File: src/rtl/prog_clock_divider.sv
// Runtime-programmable clock divider and display-scan timebase.
// Emits a tick strobe, a 50% duty newClock and a digit scan select from clk5.
module prog_clock_divider #(
  parameter int WIDTH       = 16,
  parameter int DEFAULT_DIV = 624,
  parameter int SCAN_DIGITS = 4
) (
  input  logic                           clk5,
  input  logic                           reset,
  input  logic                           enable,
  input  logic [WIDTH-1:0]               div_val,
  input  logic                           div_load,
  output logic                           div_busy,
  output logic                           tick,
  output logic                           newClock,
  output logic [$clog2(SCAN_DIGITS)-1:0] digit_sel,
  output logic [SCAN_DIGITS-1:0]         digit_an
);

  localparam int                     SELW      = $clog2(SCAN_DIGITS);
  localparam logic [SELW-1:0]        SEL_LAST  = SELW'(SCAN_DIGITS - 1);
  localparam logic [SCAN_DIGITS-1:0] AN_RESET  = ~SCAN_DIGITS'(1);
  localparam logic [WIDTH-1:0]       DIV_RESET = WIDTH'(DEFAULT_DIV);

  logic [WIDTH-1:0]       count;
  logic [WIDTH-1:0]       div_active;
  logic [WIDTH-1:0]       div_pending;
  logic                   terminal;
  logic [SELW-1:0]        sel_next;
  logic [SCAN_DIGITS-1:0] an_next;

  always_comb begin
    terminal = (count == div_active);
    sel_next = (digit_sel == SEL_LAST) ? '0 : digit_sel + SELW'(1);
    an_next  = '1;
    for (int unsigned i = 0; i < SCAN_DIGITS; i++) begin
      an_next[i] = (sel_next != SELW'(i));
    end
  end

  always_ff @(posedge clk5 or negedge reset) begin
    if (!reset) begin
      count       <= '0;
      div_active  <= DIV_RESET;
      div_pending <= '0;
      div_busy    <= 1'b0;
      tick        <= 1'b0;
      newClock    <= 1'b0;
      digit_sel   <= '0;
      digit_an    <= AN_RESET;
    end else begin
      // Load capture and transfer are mutually exclusive on div_busy.
      if (div_load && !div_busy) begin
        div_pending <= div_val;
        div_busy    <= 1'b1;
      end
      if (!enable) begin
        tick <= 1'b0;
        if (div_busy) begin
          div_active <= div_pending;
          count      <= '0;
          div_busy   <= 1'b0;
        end
      end else if (terminal) begin
        count     <= '0;
        tick      <= 1'b1;
        newClock  <= ~newClock;
        digit_sel <= sel_next;
        digit_an  <= an_next;
        // The finishing period used the old divisor, so no runt pulse.
        if (div_busy) begin
          div_active <= div_pending;
          div_busy   <= 1'b0;
        end
      end else begin
        count <= count + WIDTH'(1);
        tick  <= 1'b0;
      end
    end
  end

endmodule
File: config.mk
export PLATFORM = sky130hd
export DESIGN_NAME = prog_clock_divider
export DESIGN_NICKNAME = d
export VERILOG_FILES = /design/src/rtl/prog_clock_divider.sv
export SDC_FILE = /design/constraint.sdc
export NUM_CORES = 1
export LEC_CHECK = 0
export BUFFER_PORTS_ARGS = -buffer_cell sky130_fd_sc_hd__buf_2
export CORE_MARGIN = 3
export CORE_UTILIZATION = 45
export DETAILED_ROUTE_END_ITERATION = 8
export GPL_TIMING_DRIVEN = 0
export PLACE_DENSITY = 0.75
export SLEW_MARGIN = 20
export SYNTH_ARGS = -nofsm -noshare
export SYNTH_HDL_FRONTEND = slang
export SYNTH_SLANG_ARGS = --single-unit
File: constraint.sdc
create_clock -name clk5 -period 2.1 [get_ports clk5]
set_input_delay 0.42 -clock clk5 [delete_from_list [all_inputs] [get_ports clk5]]
set_output_delay 0.42 -clock clk5 [all_outputs]
set_load 0.02 [all_outputs]
After elaboration in Yosys (flattened, before gate mapping)
Cells that the tools add are included.
{ "word_totals": {"memories": 0, "latchBits": 0, "reg_bits": 57, "word_cells": 35, "romBits": 0, "input_bits": 20, "mem_bits_rw": 0} }
{ "op_classes": {"mul": 0, "n_bitwise": 1, "shift": 0, "n_reduce_logical": 5, "n_mux": 13, "n_eq_ne": 6, "div_mod_pow": 0, "magnitude_cmp": 0, "addsub": 2} }
{ "op_table": {"columns": ["operator", "count"], "rows": [
  ["2-to-1 mux 16 bit", 6],
  ["adder 16 x 1 -> 16 bit, second input constant", 1],
  ["== test 16 bit", 1],
  ["2-to-1 mux 1 bit", 6],
  ["!= test 2 x 1 -> 1 bit, second input constant", 2],
  ["!= test 2 bit, second input constant", 2],
  ["nonzero test 2 bit", 2],
  ["adder 2 x 1 -> 2 bit, second input constant", 1],
  ["== test 2 bit, second input constant", 1],
  ["2-to-1 mux 2 bit", 1],
  ["AND reduction 2 bit", 1],
  ["logical AND 1 bit", 1],
  ["logical NOT 1 bit", 1],
  ["NOT 1 bit", 1]
]} }

Depth between registers and ports, before layout
{ "depth": {"depth_word": 6, "ltp_mapped": 7, "depth_no_buf": 6} }

Worst setup path after synthesis
OpenSTA, ideal clock, no wires.
{ "synth_timing": {"path_type": "reg2reg", "startpoint": "register div_active[5]", "endpoint": "register div_active[10]", "path_buffers": 1, "setup_ns": 0.125, "t_arrival_ns": 1.882, "t_required_ns": 1.975, "synth_period_minus_slack_ns": 2.007, "setup_slack_ns": 0.093, "stages_incl_launch_ff": 7, "path_cell_list": "dfstp_2 xnor2_1 nand4_1 o41ai_4 nand2_4 buf_6 mux2_4"} }
{ "synth_via": {"elab_chain_len": 2} }
{ "synth_lines": {"columns": ["element", "line", "text"], "rows": [
  ["from (decl)", "26", "logic [WIDTH-1:0] div_active;"],
  ["from (signal assigned)", "60", "div_active <= div_pending;"],
  ["from (signal assigned)", "72", "div_active <= div_pending;"],
  ["== test 16 bit", "33", "terminal = (count == div_active);"],
  ["!= test 2 x 1 -> 1 bit (no source line)", null, null]
]} }
Every way passes these cells.
A chain may end at the register's enable or synchronous reset.

Final worst setup path
{ "layout_timing": {"startpoint": "register div_active[5]", "endpoint": "register count[6]"} }
{ "layout_via": {"elab_chain_len": 3} }
{ "layout_lines": {"columns": ["element", "line", "text"], "rows": [
  ["== test 16 bit", "33", null],
  ["2-to-1 mux 16 bit", "64", "end else if (terminal) begin"],
  ["2-to-1 mux 16 bit", "57", "if (!enable) begin"],
  ["to (signal assigned)", "76", "count <= count + WIDTH'(1);"],
  ["to (decl)", "25", "logic [WIDTH-1:0] count;"]
]} }
Every way passes these cells.

==> results.cfg <==
[power]
switchingPower_uw = 843
internal-power_uw = 2380
clockPowerShare_pct = 31.5
comb_power_share_pct = 20.6
switching_share_pct = 26.1
power_frac_seq_pct = 48.0
p_leak_uw = 0.00148
p_total_uw = 3230
p_per_area_nw_per_um2 = 1000
peakVddDrop_mv = 0.657

[worst_hold_path]
hp-class = primary input to asynchronous set/reset pin

[layout]
syn_to_final_growth_pct = 19.0
num_antenna_cells = 0
fin_cells = 340
fin_util_pct = 56.9
design_area_um2 = 3230
final_nets = 289
drive_above_1_share_pct = 37.3
fillers = 486

[floorplan]
num_io_pins = 29
start_util_pct = 47.8
num_rows = 27
die_area_um2 = 6990
die_w_um = 83.6
die_h_um = 83.6
core_area_um2 = 5680

[global_route]
grt_pass1_wl_mm = 8.50
grt_max_degree = 58
track_usage_pct = 15.6
antenna_found_initial = 0
grt_pass1_vias = 1812
grt_overflow = 0

[clock_tree]
cts.clk_slew.worst_paths_ns = 0.06
numCtsBuffers = 9
h-tree-depth = 3
cts.sinks = 57
clock_latency_ns = 0.34
cts_tree = done
clock-root-buffer = clkbuf_8
hold_buffers = 0
clockBufferDepth = 2

[synth]
synth.distinct_cells = 39
syn-num-nets = 245
synth_common_cells = dfrtp_1 (50), mux2_2 (24), xnor2_1 (17), nand3_1 (13), nand2_1 (12)
async_flop_share_pct = 100
synth.area.top_cells = dfrtp_1 (46%), mux2_2 (10%), dfstp_2 (6.8%)
syn-cell-area_um2 = 2710
yosysSeqAreaShare_pct = 52.9
synthCells = 220
ys_ff_latch = 57
synth_edf_count = 0
synth_top_area_share_pct = 46.1
netlist.top_cell.by_area = dfrtp_1
synth.most_common_cell = dfrtp_1
synth_ff_type = dfrtp_1
ys_warn_count = 0
syn_avg_cell_area_um2 = 12.3

[critical_path]
critPathRequiredTime_ns = 2.33
endpoint_kind = flop
worstPathArrival_ns = 2.29
r2r-start = div_active[5]
max_stage_delay_ns = 0.54
path_max_fanout = 10
criticalPathCategory = flop to flop
crit_chain = xnor2_1 -> nand4_1 -> o41ai_4 -> buf_4 -> buf_8 -> o21ai_0 -> a21o_1
worstSetupStartpointType = flop
crit_path_top_delay_cell = dfstp_2
reg2regPathDepth = 7
r2r_setup_slack_ns = 0.04
r2r_end = count[6]

[sta]
maxSlewHeadroom_pct = 53.3
fin_crit_ns = 2.06
fin_crit_sh_pct = 98.0
rsz0062_at_grt = true
max_freq_mhz = 486
worst_clock_skew_ns = 0.00935
slew_viol_final = 0
worst_pin_slew_ns = 0.700
finalSetupViolations = 0
finalHoldViolCount = 0

[status]
status = finished clean

[routing]
drc = 0
post_drt_wl_per_cell_um = 14.3
antenna_left = 0
drt_iter0_drc = 145
via_count = 1820
drt-pass1-iter-count = 4
via_per_inst = 5.35
routed_wl_mm = 4.87

[job]
drv_cap = 0

[placement]
dp_hpwl_mm = 3.33
port_buffers = 28
post_dp_cell_area_um2 = 2940
gp_congestion = 0.818
placedCellCount = 320
==> what timing repair did <==
item / in CTS / in global routing
gates cloned: 0 / 0
setup buffers: 3 / 3
setup endpoints to repair: 22 / 33
resized for setup: 0 / 12
pin swaps: 3 / 3
==> power by group through the flow <==
stage                     Combinational (uW)  Clock [uW]  Sequential, uW
after floorplan                          505           0            1520
after global placement                   611           0            1550
after detailed placement                 627           0            1570
after CTS                                643        1040            1550
after global routing                     726        1090            1590
final                                    663        1020            1550
==> flip-flops by register name (all words and copies together), names as in the netlist <==
register / count
digit_an: 4
newClock: 1
count: 16
div_pending: 16
digit_sel: 2
div_active: 16
tick: 1
div_busy: 1
==> layout make-up <==
class	instances	area [um^2]	share of cell area (%)
clock buffers	13	159	4.92
flip-flops and latches	57	1440	44.5
inverters	11	41.3	1.28
repair buffers	34	188	5.82
plain buffers	6	53.8	1.67
well taps	72	90.1	2.79
multi-input cells	145	1220	37.8
clock inverters	2	37.5	1.16
==> stage by stage <==
stage / setup WS, ns / TNS (ns) / hold WS [ns]
CTS: 0.0315 / 0 / 0.159
global route: -0.0580 / -0.435 / 0.184
detailed placement: -0.135 / -1.66 / 0.457
floorplan: 0.0932 / 0 / 0.124
global placement: -0.110 / -1.20 / 0.456
finish: 0.0420 / 0 / 0.135
==> placed cells by master (no fill, tap or decap), drive strengths merged, types with 4 or more instances in the layout <==
cell,count
dfrtp,50
buf,39
mux2,34
xnor2,17
clkbuf,14
nand3,13
nand2,13
inv,11
o21ai,9
nor2,7
dfstp,7
ha,5
nand4,5
mux2i,4
or3,4
a21oi,4
==> logic make-up after synthesis <==
family                   Yosys count  share of synthesized area (%)
AND/OR/NAND/NOR                   55                           10.8
XOR/XNOR                          17                           5.49
AO/OA/AOI/OAI                     30                           8.31
buffers and inverters             18                           3.14
multiplexers                      38                           17.0
adder cells (fa/ha/maj)            5                           2.31
flip-flops                        57                           52.9
==> worst max-delay path, delay by kind of cell, from the launching register on <==
family | cells | cell delay [ns]
buffers and inverters | 2 | 0.32
flip-flops | 1 | 0.54
XOR/XNOR | 1 | 0.11
AO/OA/AOI/OAI | 3 | 0.75
AND/OR/NAND/NOR | 1 | 0.23
==> how the worst max path moves through the flow <==
stage                        startpoint             end  slack [ns]  cells after the start
after floorplan           div_active[5]  div_active[10]        0.09                      6
after global placement         count[7]  div_active[13]       -0.11                      7
after detailed placement  div_active[9]  div_active[12]       -0.14                      6
after CTS                 div_active[9]        count[9]        0.03                      5
after global routing      div_active[5]        count[6]       -0.06                      7
final                     div_active[5]        count[6]        0.04                      7
==> per-layer routing <==
layer / track usage, % / wire [um] / vias up / share of wire, %
met3: 5.92 / 284 / 9 / 5.8
met5: 0 / 0 / - / 0
li1: - / - / 876 / -
met1: 19.5 / 2180 / 886 / 45
met2: 23.5 / 2300 / 49 / 47
met4: 8.19 / 101 / 0 / 2.1
No activity file was read; power rests on OpenSTA's default activity.
